<file path="config.mk">
export PLATFORM = sky130hd
export DESIGN_NAME = data_mem_ctrl
export DESIGN_NICKNAME = d
export VERILOG_FILES = /design/src/rtl/data_mem_ctrl.sv
export SDC_FILE = /design/constraint.sdc
export NUM_CORES = 1
export LEC_CHECK = 0
export BUFFER_PORTS_ARGS = -buffer_cell sky130_fd_sc_hd__buf_2
export CELL_PAD_IN_SITES_DETAIL_PLACEMENT = 1
export CELL_PAD_IN_SITES_GLOBAL_PLACEMENT = 1
export CORE_AREA = 2 2 182 184
export DETAILED_ROUTE_END_ITERATION = 7
export DIE_AREA = 0 0 184 186
export GPL_TIMING_DRIVEN = 0
export MAX_ROUTING_LAYER = met4
export PLACE_DENSITY_LB_ADDON = 0.1
export SKIP_CTS_REPAIR_TIMING = 1
export SLEW_MARGIN = 10
export SYNTH_ARGS = -nofsm -noshare
export SYNTH_HDL_FRONTEND = slang
export SYNTH_SLANG_ARGS = --single-unit
</file>
<file path="constraint.sdc">
create_clock -name clk -period 2.97 [get_ports clk]
set_clock_uncertainty 0.15 [all_clocks]
set_input_delay 0.594 -clock clk [delete_from_list [all_inputs] [get_ports clk]]
set_output_delay 0.594 -clock clk [all_outputs]
set_load 0.01 [all_outputs]
</file>
<file path="src/rtl/data_mem_ctrl.sv">
// data_mem_ctrl: CPU read/write data memory with a one-entry write buffer and a low-priority host loader port.
module data_mem_ctrl #(
  parameter int ADDR_W = 5,
  parameter int DATA_W = 8
) (
  input  logic              clk,
  input  logic              reset,
  input  logic              cpu_rd,
  input  logic              cpu_wr,
  input  logic [ADDR_W-1:0] cpu_addr,
  input  logic [DATA_W-1:0] cpu_wdata,
  output logic [DATA_W-1:0] cpu_rdata,
  output logic              rd_valid,
  input  logic              host_wr,
  input  logic [ADDR_W-1:0] host_addr,
  input  logic [DATA_W-1:0] host_wdata,
  output logic              host_ack,
  output logic              busy,
  output logic              err
);
  typedef enum logic [1:0] {IDLE, RD_RESP, WR_COMMIT} state_t;
  state_t state;
  logic [DATA_W-1:0] mem [2**ADDR_W];
  logic [ADDR_W-1:0] buf_addr;
  logic [DATA_W-1:0] buf_data;
  logic pending, host_go;
  assign pending = state == WR_COMMIT;
  // host waits out any pending buffer, so a host write to the buffered address always lands last
  assign host_go = host_wr && !host_ack && !pending && !cpu_rd && !cpu_wr;
  always_ff @(posedge clk) begin
    if (!reset) begin
      state     <= IDLE;
      cpu_rdata <= '0;
      rd_valid  <= 1'b0;
      host_ack  <= 1'b0;
      busy      <= 1'b0;
      err       <= 1'b0;
      buf_addr  <= '0;
      buf_data  <= '0;
      for (int i = 0; i < 2**ADDR_W; i++) mem[i] <= '0;
    end else begin
      rd_valid <= 1'b0;
      host_ack <= host_go;
      busy     <= cpu_wr;
      if (pending) mem[buf_addr] <= buf_data;
      if (host_go) mem[host_addr] <= host_wdata;
      if (cpu_wr) begin
        buf_addr <= cpu_addr;
        buf_data <= cpu_wdata;
        state    <= WR_COMMIT;
        if (cpu_rd) err <= 1'b1;
      end else if (cpu_rd) begin
        cpu_rdata <= (pending && cpu_addr == buf_addr) ? buf_data : mem[cpu_addr];
        rd_valid  <= 1'b1;
        state     <= RD_RESP;
      end else begin
        state <= IDLE;
      end
    end
  end
endmodule
</file>
==> results of run 1 <==
## power groups by stage
stage / Combinational [mW] / Clock [mW] / Sequential, mW
2_1_floorplan: 0.479 / 0 / 4.56
3_3_place_gp: 0.771 / 0 / 4.58
3_5_place_dp: 0.783 / 0 / 4.59
4_1_cts: 0.787 / 4.09 / 4.51
5_1_grt: 0.842 / 4.25 / 4.52
6_report: 0.787 / 4.01 / 4.51
## registers in the layout, indices dropped and copies added (netlist names)
signal,count
host_ack,1
state,1
buf_data,8
buf_addr,5
err,1
busy,1
mem,256
cpu_rdata,8
## routing by layer
layer | up-vias | part of all wire, %
met5 | - | 0
met4 | 0 | 3.2
met3 | 72 | 5.4
met2 | 223 | 47
met1 | 4060 | 45
li1 | 3542 | -
## worst reg2reg max path: cells and delay by family, from the launching register on
family	cells	cell delay [ns]
buf+inv	2	0.82
flops	1	0.33
mux	1	0.80
simple gates	3	0.64
## layout make-up
| type | count | area, um^2 |
|---|---|---|
| Sequential cell | 281 | 8190 |
| Fill cell | 3289 | 17500 |
| Inverter | 5 | 20.0 |
| Buffer | 63 | 272 |
| Timing Repair Buffer | 41 | 285 |
| Tap cell | 408 | 510 |
| Antenna cell | 1 | 2.50 |
| Clock buffer | 42 | 912 |
| Multi-Input combinational cell | 575 | 4360 |
| Clock inverter | 18 | 148 |
## cell families (layout without fill, tap and decap cells)
kind of cell,Yosys count,after routing
compound gates,36,36
other cells,0,1
mux,122,122
flops,281,281
simple gates,409,409
xor+xnor,8,8
buf+inv,69,169
## worst max-delay path by stage
stage,to,from,cells after the start
floorplan,mem[0][0],cpu_wr,7
global placement,mem[14][1],cpu_wr,7
detailed placement,mem[16][3],cpu_wr,7
CTS,mem[16][3],host_ack,6
global route,mem[0][0],host_ack,6
finish,mem[6][7],host_ack,6
## metrics by stage
step / instance area (um^2) / worst slack (ns)
6_report: 14700 / -0.0614
5_1_grt: 14700 / -0.186
4_1_cts: 14500 / -0.285
3_5_place_dp: 13500 / -0.736
3_3_place_gp: 13400 / -0.937
2_1_floorplan: 12800 / 0.205
## cells in the final DEF, fill, tap and decap left out, types with 25 or more instances in the layout
master and count:
buf_2 45, clkbuf_1 44, clkbuf_16 35, dfxtp_1 25, edfxtp_1 256, mux2i_1 44
mux4_2 64, nand2_1 44, nand2_2 36, nor2_1 262
==> results_dict.tcl, run 1 <==
set metrics [dict create \
    pwr-share-comb_pct 8.5 \
    synth_top_family_by_area "multiplexers" \
    min_path_cells 3 \
    groute.usage.overall_pct 23.4 \
    grt.met3_usage_pct 3.44 \
    clock_network_fraction_of_total_power_pct 43.1 \
    tritoncts "built" \
    grt_first_pass_wirelength_um 55300 \
    p_leak_nw 5.02 \
    count_of_different_cell_masters_after_synthesis 48 \
    root_buffer "clkbuf_16" \
    number_of_nets_in_the_layout 1032 \
    share_of_the_synthesized_area_in_the_top_cell_type_pct 60.2 \
    timing.critical_path.slowest_stage_cell "mux2i_1" \
    cts_buffer_depth 3 \
    power_per_cell_area_nw_per_um2 633 \
    die_w_um 184 \
    insertion_delay_ns 0.52 \
    share_of_layout_cells_above_drive_strength_1_pct 22.8 \
    fin_util_pct 45.6 \
    use_met2_pct 36.8 \
    violations "negative setup slack" \
    tritoncts_buffers 34 \
    first_global_vias 8283 \
    netSwitchingPower_mw 2.22 \
    fin_crit_ns 3.03 \
    non_filler_instance_count_after_layout 1434 \
    row_count 66 \
    die_y_um 186 \
    pwr-share-seq_pct 48.4 \
    drc_errors 0 \
    gp_congestion 0.851 \
    synth_ff_type "edfxtp_1" \
    drv_cap 0 \
    synthTopCellsByArea "edfxtp_1 60%, mux4_2 11%, nor2_1 7.7%" \
    path_clk_slew_ns 0.06 \
    yosysSeqAreaShare_pct 64.2 \
    dpl.cell_count 1367 \
    grt_setup_unrepaired "yes" \
    drt.antenna.violating_nets 0 \
    internal-power_mw 7.09 \
    start_util_pct 39.6 \
    max_freq_mhz 330 \
    worst_slew_margin_relative_to_its_limit_pct 26.4 \
    htree_num_levels 2 \
    hold_slack_ns 0.200 \
    grt_antenna_before_repair 2 \
    outcome "finished, violations left" \
    vdd.ir_drop.worst_mv 0.445 \
    required_ns 3.05 \
    yosysMostFrequentCell "nor2_1" \
    synth_compound_area_share_pct 2.74 \
    synth_top_cell_by_area "edfxtp_1" \
    cp_slowest_stage_delay_ns 0.79 \
    final_hpwl_dp_um 27400 \
    synth_xor_area_share_pct 0.549 \
    routedWlPerCell_um 26.4 \
    area_growth_pct 15.1 \
    timing.final.ws_setup_ns -0.0614 \
    capturing_element_type_of_the_critical_path "register" \
    totalPowerFinal_mw 9.31 \
    synth_edf_count 256 \
    worst-path-buf-inv 2 \
    globalRoute.totalOverflow 0 \
    drt_iter0_markers 726 \
    synth_adder_area_share_pct 0 \
    area_of_the_core_region_um2 32200 \
    synth_area_um2 12800 \
    synthArstFlopShare_pct 0 \
    layer_with_the_highest_usage "met2" \
    tightestPinTransition_ns 1.10 \
    syn-num-nets 956 \
    reg2regPathDepth 6 \
    post_synth_inst_count 925 \
    vias 7897 \
    postSynthRegisterBits 281 \
    start_kind "register" \
    timing.rr.end "mem[6][7]" \
    period_share_pct 102 \
    synthesis.area_per_instance_um2 13.8 \
    worst_r2r_startpoint "host_ack" \
    io-pin-count 43 \
    regToRegSetupSlack_ns -0.06 \
    switching_share_pct 23.8 \
    min_delay_worst_endpoint "buf_data[3]" \
    pin_count_of_the_biggest_net_entering_global_routing 14 \
    dr.pass1.iters 5 \
    crit_family "buffers and inverters" \
    port_buffers 32 \
    gr_util_met1_pct 31.4 \
    worstSetupPathType "register to register" \
    yosysWarningCount 0 \
    post_synthesis_simple_gate_area_fraction_pct 14.4 \
    synth_mux_area_share_pct 15.9 \
    die_area_um2 34200 \
    final_setup_violation_count 15 \
    viasPerCell 5.51 \
    critPathMaxFanout 10 \
    final.setup.tns_ns -0.389 \
    holdCritPathClass "input port to register" \
    report.final.hold_viol_count 0 \
    cts.sink_count 281 \
    final_max_slew_viol_count 0 \
    cell_chain_critical_path "nor4b_4, nand3_4, clkinv_2, mux2i_1, clkbuf_1, nor2_1" \
    wirelength_routed_um 37900 \
    min_from "cpu_wdata[3]" \
    timing.critical_path.arrival_ns 3.11 \
    cell_types_with_the_highest_counts_after_synthesis "262 x nor2_1, 256 x edfxtp_1, 64 x mux4_2" \
]
Note: power is estimated with default switching activity, not from simulation.
==> run 2, diff against run 1 <==
Settings changed: ABC_AREA set to 1, CORE_AREA 2 2 182 184 to 2 2 184 186, DIE_AREA 0 0 184 186 to 0 0 186 188.
==> results_dict.tcl, run 2 <==
set metrics [dict create \
    power_per_cell_area_nw_per_um2 645 \
    timing.final.ws_setup_ns 0.0425 \
    final_setup_violation_count 0 \
    max_freq_mhz 342 \
    required_ns 3.21 \
    most-common-layout-cells "496 x nor2_1, 256 x edfxtp_1, 147 x nand2_1" \
    postSynthRegisterBits 281 \
    dr.pass1.iters 6 \
    regToRegSetupSlack_ns 0.13 \
    place_ws_ns -0.967 \
    synth_area_um2 13000 \
    start_kind "input port" \
    share_of_the_synthesized_area_in_the_top_cell_type_pct 59.2 \
    syn-num-nets 1431 \
    critPathMaxFanout 10 \
    groute.usage.overall_pct 29.2 \
    row_count 67 \
    min_from "cpu_wdata[5]" \
    area_growth_pct 16.7 \
    synthTopCellsByArea "edfxtp_1 59%, nor2_1 14%, nand3_1 4.8%" \
    capturing_element_type_of_the_critical_path "register" \
    wirelength_routed_um 48800 \
    count_of_different_cell_masters_after_synthesis 25 \
    min_path_cells 3 \
    netSwitchingPower_mw 2.46 \
    worst_slew_margin_relative_to_its_limit_pct 33.4 \
    timing.rr.end "mem[4][2]" \
    gp_congestion 0.904 \
    tightestPinTransition_ns 0.999 \
    fin_util_pct 45.8 \
    port_buffers 39 \
    synth_top_cell_by_area "edfxtp_1" \
    vdd.ir_drop.worst_mv 0.471 \
    largest_reg_flops 256 \
    number_of_nets_in_the_layout 1519 \
    yosysMostFrequentCell "nor2_1" \
    die_y_um 188 \
    path_clk_slew_ns 0.05 \
    worst_r2r_startpoint "busy" \
    report.final.hold_viol_count 0 \
    cell_types_with_the_highest_counts_after_synthesis "501 x nor2_1, 256 x edfxtp_1, 151 x nand2_1" \
    timing.critical_path.arrival_ns 3.17 \
    layout_commonest_cell "nor2_1" \
    start_util_pct 39.2 \
    drv_cap 0 \
    pin_count_of_the_biggest_net_entering_global_routing 14 \
    pwr-share-seq_pct 46.0 \
    routedWlPerCell_um 24.9 \
    reg2regPathDepth 11 \
    pwr-share-comb_pct 9.9 \
    root_buffer "clkbuf_16" \
    grt_first_pass_wirelength_um 70500 \
    worstSetupPathType "input port to register" \
    vias 10734 \
    globalRoute.totalOverflow 0 \
    max_flop_register "mem" \
    p_leak_nw 5.70 \
    cts.sink_count 281 \
    insertion_delay_ns 0.52 \
    holdCritPathClass "input port to register" \
    fin_crit_ns 2.93 \
    final_max_slew_viol_count 0 \
    clock_network_fraction_of_total_power_pct 44.0 \
    tritoncts_buffers 34 \
    yosysWarningCount 0 \
    drt_iter0_markers 1061 \
    post_synth_inst_count 1400 \
    share_of_layout_cells_above_drive_strength_1_pct 13.4 \
    drt.antenna.violating_nets 0 \
    drc_errors 0 \
    die_area_um2 35000 \
    reg_top3 "mem (256), buf_data (8), cpu_rdata (8)" \
    synth_edf_count 256 \
    min_delay_worst_endpoint "buf_data[5]" \
    yosysSeqAreaShare_pct 63.1 \
    synth_ff_type "edfxtp_1" \
    viasPerCell 5.47 \
    synthesis.area_per_instance_um2 9.27 \
    io-pin-count 43 \
    first_global_vias 10794 \
    synthArstFlopShare_pct 0 \
    switching_share_pct 25.1 \
    grt_antenna_before_repair 0 \
    final_hpwl_dp_um 33700 \
    htree_num_levels 2 \
    cts_buffer_depth 3 \
    die_w_um 186 \
    tritoncts "built" \
    area_of_the_core_region_um2 33100 \
    internal-power_mw 7.32 \
    period_share_pct 98.6 \
    outcome "finished clean" \
]
==> run 2: cell types whose count changed in the layout (fill, tap and decap cells not counted), moves of 12 or more <==
cell,previous run,this run
buf_2,45,69
inv_1,4,46
mux2i_1,44,0
mux2i_2,12,0
mux4_2,64,0
nand2_1,44,147
nand3_1,9,125
nor2_1,262,496
nor2b_1,20,0
o21ai_0,0,121
==> run 2: worst max path at each step <==
| stage | from | to | slack (ns) |
|---|---|---|---|
| final | cpu_addr[2] | cpu_rdata[2] | 0.04 |
| after floorplan | cpu_rd | mem[0][0] | 0.20 |
| after CTS | host_ack | mem[16][2] | -0.47 |
| after global placement | cpu_rd | mem[16][2] | -0.89 |
| after global routing | cpu_wr | mem[0][3] | -0.02 |
| after detailed placement | cpu_rd | mem[12][2] | -0.97 |
==> run 2: critical path: stages <==
cell and delay [ns]:
buf_2 0.11, inv_1 0.09, clkbuf_1 0.68, buf_1 0.71
nand3_1 0.21, nand3_1 0.23, nand3_1 0.20, nand2_1 0.12
nand2_1 0.07, nand3_1 0.08, a21oi_1 0.07
==> run 2: power groups by stage <==
| stage | Sequential [mW] | Combinational, mW | Clock [mW] |
|---|---|---|---|
| floorplan | 4.57 | 0.515 | 0 |
| global placement | 4.58 | 0.907 | 0 |
| detailed placement | 4.58 | 0.922 | 0 |
| CTS | 4.50 | 0.927 | 4.35 |
| global route | 4.51 | 1.04 | 4.48 |
| finish | 4.50 | 0.970 | 4.30 |
==> run 2: layer usage <==
layer	vias to the layer above	global-route usage, %	wire length, um
met2	353	47.4	23900
li1	4877	-	-
met1	5411	38.2	20400
met5	-	-	0
met3	93	3.07	2840
met4	0	9.51	1640
==> run 2: logic make-up after synthesis <==
| group | after synthesis | synth area share (%) |
|---|---|---|
| simple gates | 833 | 26.7 |
| flops | 281 | 63.1 |
| compound gates | 152 | 6.01 |
| buf+inv | 134 | 4.19 |
==> run 2: layout make-up <==
class	count	area [um^2]
inverters	50	188
well taps	448	561
flip-flops and latches	281	8190
plain buffers	84	368
diodes	1	2.50
multi-input cells	985	4380
clock inverters	11	160
fillers	3808	18000
clock buffers	49	978
repair buffers	52	330
==> run 2: per-stage QoR <==
step / instance area (um^2) / hold WS (ns) / setup TNS, ns / power [mW] / instances
3_5_place_dp: 13700 / 0.308 / -387.15 / 5.51 / 1887
2_1_floorplan: 13000 / 0.298 / 0 / 5.08 / 1400
5_1_grt: 15200 / 0.152 / -0.196 / 10.0 / 1960
3_3_place_gp: 13700 / 0.289 / -345.67 / 5.48 / 1887
6_report: 15200 / 0.133 / 0 / 9.78 / 1961
4_1_cts: 14900 / 0.119 / -132.46 / 9.78 / 1947
